**src/rtl/fib_datapath.sv**
```systemverilog
// Register/bus datapath for the Fibonacci control unit: R1..R3, DR1/DR2, AC, outr, two buses and an adder.
// Optional control-word checking is enabled by defining FIB_DATAPATH_BUS_CHECK_EN.
module fib_datapath #(
    parameter int WIDTH = 16
) (
    input  logic             clk,
    input  logic             rst,
    input  logic             init_valid,
    output logic             init_ready,
    input  logic [WIDTH-1:0] init_r1,
    input  logic [WIDTH-1:0] init_r2,
    input  logic [2:0]       sel_A,
    input  logic             sel_B,
    input  logic             LD_R1,
    input  logic             LD_R2,
    input  logic             LD_R3,
    input  logic             LD_DR1,
    input  logic             LD_DR2,
    input  logic             LD_AC,
    input  logic             LD_outr,
    input  logic             sel_DR1,
    input  logic             sel_DR2,
    output logic [WIDTH-1:0] out_data,
    output logic             out_valid,
    input  logic             out_ready,
    output logic             ovf,
    output logic             err,
    output logic [WIDTH-1:0] bus1_mon
);

    typedef enum logic [1:0] {IDLE, RUN, DONE} state_t;

    state_t state_reg, state_next;

    logic [WIDTH-1:0] r1_reg, r2_reg, r3_reg;
    logic [WIDTH-1:0] dr1_reg, dr2_reg, ac_reg, outr_reg;
    logic             out_valid_reg, ovf_reg;

    logic [WIDTH-1:0] bus1, bus2;
    logic [WIDTH:0]   alu_sum;
    logic [WIDTH-1:0] bus1_src [8];
    logic             run;

    // Bus1 source table; unused codes 101..111 read as zero.
    assign bus1_src[0] = r1_reg;
    assign bus1_src[1] = r2_reg;
    assign bus1_src[2] = r3_reg;
    assign bus1_src[3] = ac_reg;
    assign bus1_src[4] = outr_reg;
    generate
        for (genvar gi = 5; gi < 8; gi++) begin : g_unused_src
            assign bus1_src[gi] = '0;
        end
    endgenerate

    assign bus1    = bus1_src[sel_A];
    assign bus2    = sel_B ? r2_reg : '0;
    assign alu_sum = {1'b0, dr1_reg} + {1'b0, dr2_reg};
    assign run     = (state_reg == RUN);

    always_comb begin
        state_next = state_reg;
        case (state_reg)
            IDLE:    if (init_valid) state_next = RUN;
            RUN:     if (LD_outr)    state_next = DONE;
            DONE:    if (out_ready)  state_next = IDLE;
            default: state_next = IDLE;
        endcase
    end

    always_ff @(posedge clk) begin
        if (rst) begin
            state_reg     <= IDLE;
            r1_reg        <= '0;
            r2_reg        <= '0;
            r3_reg        <= '0;
            dr1_reg       <= '0;
            dr2_reg       <= '0;
            ac_reg        <= '0;
            outr_reg      <= '0;
            out_valid_reg <= 1'b0;
            ovf_reg       <= 1'b0;
        end else begin
            state_reg <= state_next;
            if (state_reg == IDLE && init_valid) begin
                r1_reg  <= init_r1;
                r2_reg  <= init_r2;
                r3_reg  <= '0;
                dr1_reg <= '0;
                dr2_reg <= '0;
                ac_reg  <= '0;
                ovf_reg <= 1'b0;
            end else if (run) begin
                // All loads read pre-edge values, so register swaps are safe.
                if (LD_R1)  r1_reg  <= bus1;
                if (LD_R2)  r2_reg  <= bus1;
                if (LD_R3)  r3_reg  <= bus1;
                if (LD_DR1) dr1_reg <= sel_DR1 ? bus2 : bus1;
                if (LD_DR2) dr2_reg <= sel_DR2 ? bus1 : bus2;
                if (LD_AC) begin
                    ac_reg <= alu_sum[WIDTH-1:0];
                    if (alu_sum[WIDTH]) ovf_reg <= 1'b1;
                end
                if (LD_outr) begin
                    outr_reg      <= bus1;
                    out_valid_reg <= 1'b1;
                end
            end else if (state_reg == DONE && out_ready) begin
                out_valid_reg <= 1'b0;
            end
        end
    end

`ifdef FIB_DATAPATH_BUS_CHECK_EN
    logic err_reg;
    logic bad_sel_a, bad_sel_b, bad_hazard;

    assign bad_sel_a  = (sel_A > 3'd4) && (LD_R1 || LD_R2 || LD_R3 || LD_outr);
    assign bad_sel_b  = !sel_B && ((LD_DR1 && sel_DR1) || (LD_DR2 && !sel_DR2));
    assign bad_hazard = LD_AC && (LD_DR1 || LD_DR2);

    always_ff @(posedge clk) begin
        if (rst) begin
            err_reg <= 1'b0;
        end else if (run && (bad_sel_a || bad_sel_b || bad_hazard)) begin
            err_reg <= 1'b1;
        end
    end

    assign err = err_reg;
`else
    assign err = 1'b0;
`endif

    assign init_ready = (state_reg == IDLE);
    assign out_data   = outr_reg;
    assign out_valid  = out_valid_reg;
    assign ovf        = ovf_reg;
    assign bus1_mon   = bus1;

endmodule

```
**config.mk**
```make
export PLATFORM = sky130hd
export DESIGN_NAME = fib_datapath
export DESIGN_NICKNAME = d
export VERILOG_FILES = /design/src/rtl/fib_datapath.sv
export SDC_FILE = /design/constraint.sdc
export NUM_CORES = 1
export LEC_CHECK = 0
export BUFFER_PORTS_ARGS = -buffer_cell sky130_fd_sc_hd__buf_4
export CAP_MARGIN = 10
export CORE_MARGIN = 2
export CORE_UTILIZATION = 58
export CTS_BUF_LIST = sky130_fd_sc_hd__clkbuf_4 sky130_fd_sc_hd__clkbuf_8 sky130_fd_sc_hd__clkbuf_16
export DETAILED_ROUTE_END_ITERATION = 6
export PLACE_DENSITY_LB_ADDON = 0.2
export SYNTH_ARGS = -nofsm -noshare
export SYNTH_HDL_FRONTEND = slang
export SYNTH_SLANG_ARGS = --single-unit
```
**constraint.sdc**
```tcl
create_clock -name clk -period 2.8 [get_ports clk]
set_input_delay 0.56 -clock clk [delete_from_list [all_inputs] [get_ports clk]]
set_output_delay 0.56 -clock clk [all_outputs]
set_load 0.005 [all_outputs]
```
**Word level (Yosys, flattened, before mapping)**

Index checks and enable logic that the tools add are counted.

- Output and inout bits: 36
- Bits of input ports: 49
- Logic and storage cells: 56
- Bits in registers: 116

- Eq/ne operators: 5
- Magnitude comparators: 1
- Bitwise logic cells: 2
- Mux-type cells: 19
- Add/subtract/negate cells: 1
- Reduce and logical (&&, ||, !) cells: 18

Operators by type and width:

| kind | number |
|---|---|
| $mux W16 | 11 |
| $bmux W16 S3 | 1 |
| $add A16 B16 Y17 | 1 |
| $reduce_and A2 Y1 | 6 |
| $reduce_and A3 Y1 | 4 |
| $reduce_bool A2 Y1 | 4 |
| $mux W2 | 3 |
| $ne A2 B2 Y1 const B | 3 |
| $pmux W2 S3 | 1 |
| $ge A4 B4 Y1 const B | 1 |
| $not A3 Y4 | 1 |
| $mux W1 | 3 |
| $eq A2 B1 Y1 const B | 1 |
| $eq A2 B2 Y1 const B | 1 |
| $logic_and A1 B1 Y1 | 2 |
| $logic_not A2 Y1 | 1 |
| $reduce_or A2 Y1 | 1 |
| $not A1 Y1 | 1 |

**Logic depth before layout (Yosys ltp)**

- Depth in word-level cells: 7
- Mapped depth: 9
- Depth with buffers taken out: 8

**Worst setup path after synthesis**

No wires, ideal clock.

- Path type: register to register
- From: register dr1_reg[0]
- To: register ac_reg[10]
- Stages on the path, launching flop included: 9
- Period minus slack after synthesis: 2.080 ns
- Setup slack: 0.720 ns
- Arrival time: 1.963 ns
- Buffers on the path: 0
- Cell sequence: dfxtp_1 -> ha_1 -> fa_1 -> a21o_2 -> a311oi_2 -> o21ai_2 -> a31oi_4 -> xnor2_1 -> a22o_1

- Longest elaborated chain between the ends: 1

RTL lines:

| what | RTL line | RTL |
|---|---|---|
| start, declared | 36 | `logic [WIDTH-1:0] dr1_reg, dr2_reg, ac_reg, outr_reg;` |
| start signal, assigned | 98 | `if (LD_DR1) dr1_reg <= sel_DR1 ? bus2 : bus1;` |
| $add A16 B16 Y17 | 58 | `assign alu_sum = {1'b0, dr1_reg} + {1'b0, dr2_reg};` |
| end signal, assigned | 101 | `ac_reg <= alu_sum[WIDTH-1:0];` |
| end, declared | 36 |  |

Every way passes these cells.
A chain may end at the register's enable or synchronous reset.

**Worst setup path in the final report**

- From: input sel_A[0]
- To: output bus1_mon[14]

- Longest elaborated chain between the ends: 4

RTL lines:

| what | RTL line | RTL |
|---|---|---|
| start, declared | 12 | `input logic [2:0] sel_A,` |
| $not A3 Y4 (not written as such) | 56 | `assign bus1 = bus1_src[sel_A];` |
| $bmux W16 S3 | 56 |  |
| $mux W16 (not written as such) (2 in series) | 56 |  |
| end, declared | 28 | `output logic [WIDTH-1:0] bus1_mon` |

Every way passes these cells. The select of a mux whose other input is x is not followed.

==> results.py <==
metrics = {
    "logic_synthesis": {
        "synth_async_sr_flop_share": 0,
        "synth_seq_cells": 116,
        "synth_commonest_cells": "dfxtp_1, nor2_1, o21ai_0",
        "synthMostInstantiatedCell": "dfxtp_1",
        "synth_top_cell_by_area": "dfxtp_1",
        "ys_seq_area_frac": 0.389,
        "syn_nets": 763,
        "synth-edff-count": 0,
        "synth_area_leaders": "dfxtp_1, mux2i_1, o21ai_0, nor2_1, a21oi_1",
        "synth_cell_type_count": 63,
        "yosys.area.top_type_share": 0.389,
        "yosysWarnings": 0,
        "synthCells": 697,
        "syn_avg_cell_area_sq_um": 8.57,
        "synthesis.area_sq_um": 5970,
        "synthFlopType": "dfxtp_1",
    },
    "clocking": {
        "cts_made_buffers": 17,
        "h-tree-depth": 4,
        "cts_resized": 0,
        "cts.sinks": 116,
        "root_buffer": "clkbuf_8",
        "clockBufferDepth": 2,
        "insertion_delay_ns": 0.53,
        "holdBufCountCts": 0,
        "tritoncts": "yes",
        "clkTransAtPathRegs_ns": 0.05,
        "post_cts_buffers": 0,
    },
    "placement": {
        "post-place-ws_ns": 0.338,
        "placedCellCount": 873,
        "place_hpwl_mm": 12.1,
        "gp_congestion": 0.911,
        "io_buffer_count": 83,
    },
    "setup_path": {
        "cp_max_fo": 18,
        "cp.arrival_ns": 1.93,
        "startpoint_type": "primary input",
        "slowest_stage": "nor2b_4",
        "critical_path_class": "in -> out",
        "crit_required_ns": 2.24,
        "path_cells": "buf_4 -> nor2b_4 -> a21oi_1 -> o22a_1 -> inv_1 -> buf_4",
        "slowest_delay_ns": 0.43,
        "critPathMostFrequentCell": "buf_4",
        "end_kind": "output pin",
    },
    "sta": {
        "finalHoldViolCount": 0,
        "worst_pin_slew_ns": 1.15,
        "rsz0062_at_grt": "false",
        "finClkSkew_ns": 0.00770,
        "fin_crit_sh": 0.889,
        "whs_ns": 0.254,
        "fin_setup_tns_ns": 0,
        "period_needed_ns": 2.49,
        "fmax_mhz": 402,
        "setup_viol": 0,
        "fin_ws_ns": 0.310,
        "relSlewSlack": 0.234,
        "drv_slew": 0,
    },
    "grt": {
        "grt_max_degree": 34,
        "track_usage": 0.310,
        "grt_pass1_vias": 5473,
        "antenna_found_initial": 0,
        "grt_pass1_wl_mm": 27.1,
        "grt-ovfl-total": 0,
    },
    "cells_and_area": {
        "seq_area_sq_um": 2320,
        "num-fill-cells": 810,
        "final_nets": 823,
        "antenna_cells": 0,
        "multi_input_area_sq_um": 3270,
        "final_layout_size_suffix_gt1_frac": 0.213,
        "instances_no_fill": 905,
        "area_growth_pct": 19.6,
    },
    "outcome": {
        "outcome": "completed",
    },
    "hold_path": {
        "hold_class": "in -> reg",
    },
    "die": {
        "core_area_sq_um": 10100,
        "die_w_um": 105,
        "die_y_um": 105,
        "pin_count": 85,
        "start_util": 0.589,
        "dieArea_sq_um": 11100,
        "num_rows": 37,
    },
    "route": {
        "vias": 5637,
        "first_pass_iters": 6,
        "wirelength_mm": 17.1,
        "drtIter0Drc": 423,
        "wl_per_cell_um": 18.9,
        "ant_nets": 0,
        "drc": 0,
        "vias_per_cell": 6.23,
    },
    "power": {
        "powerDensity_nw_per_um2": 615,
        "vdd_drop_max_v": 0.000722,
        "p_leak_nw": 3.03,
        "power.total_mw": 4.40,
    },
    "run": {
        "cap_violations": 0,
    },
}
cells by family after synthesis:
| group | synth area share |
|---|---|
| buffers and inverters | 0.0645 |
| adders and majority gates | 0.0369 |
| muxes | 0.0641 |
| xor gates and xnor gates | 0.0161 |
| other | 0.000628 |
| AOI/OAI and AO/OA | 0.303 |
| DFF | 0.389 |
| and+or+nand+nor | 0.126 |
worst paths after layout:
| check | slack [ns] | depth (start not counted) | endpoint | startpoint |
|---|---|---|---|---|
| worst max register to register | 0.47 | 8 | ac_reg[14]$_SDFFE_PP0P_ | dr1_reg[0]$_SDFFE_PP0P_ |
| worst min register to register | 0.46 | 2 | ac_reg[5]$_SDFFE_PP0P_ | ac_reg[5]$_SDFFE_PP0P_ |
| worst max-delay path | 0.31 | 6 | bus1_mon[14] | sel_A[0] |
| worst min-delay path | 0.25 | 3 | r1_reg[2]$_SDFFE_PP0P_ | init_r1[2] |
layer usage:
metal / share of wire / vias to the layer above / global-route usage
met2: 0.49 / 244 / 0.523
met4: 0.028 / 0 / 0.135
met3: 0.062 / 40 / 0.0637
li1: - / 2668 / -
met1: 0.41 / 2685 / 0.383
met5: 0 / - / 0
cells in the final DEF, fill, tap and decap left out, types with 3 or more instances in the layout:
master,Yosys,routed
inv_1,11,11
nor3_1,4,4
a21o_1,6,6
clkbuf_16,0,16
clkbuf_4,1,6
o22a_2,10,10
and3_1,3,3
a211oi_1,29,29
xnor2_1,9,9
a221oi_1,18,18
nand2_1,39,39
a22o_1,20,20
clkbuf_8,0,4
o22a_1,4,4
and2_1,5,5
a22oi_1,28,28
buf_4,3,99
dfxtp_1,116,116
ha_1,16,16
nor2_1,85,85
nand3_1,5,5
nand2b_1,3,3
mux2i_1,36,36
nor2b_1,8,8
o21ai_0,67,67
o22ai_1,4,4
clkinv_2,0,4
inv_2,9,9
a21oi_1,62,62
stage by stage:
step,area [sq um],utilization
floorplan,5970,-
global placement,6580,0.649
detailed placement,6580,0.649
CTS,7130,0.703
global route,7140,0.704
finish,7140,0.704
cell type report:
| class | instances | share of cell area |
|---|---|---|
| Inverter | 20 | 0.0105 |
| Multi-Input combinational cell | 502 | 0.458 |
| Timing Repair Buffer | 100 | 0.106 |
| Sequential cell | 116 | 0.325 |
| Tap cell | 136 | 0.0238 |
| Clock inverter | 5 | 0.00701 |
| Clock buffer | 26 | 0.0701 |
report_power, final:
group          internal, mW  total [mW]  switching (mW)
logic                 0.238       0.574           0.337
registers              1.73        1.80          0.0667
clock network          1.29        2.02           0.730
total                  3.26        4.40            1.13
critical path, delay by kind of cell:
| family | cells | cell delay, ns |
|---|---|---|
| AOI/OAI and AO/OA | 2 | 0.39 |
| buffers and inverters | 3 | 0.53 |
| and+or+nand+nor | 1 | 0.43 |
Power figures use the tool's default switching activity.
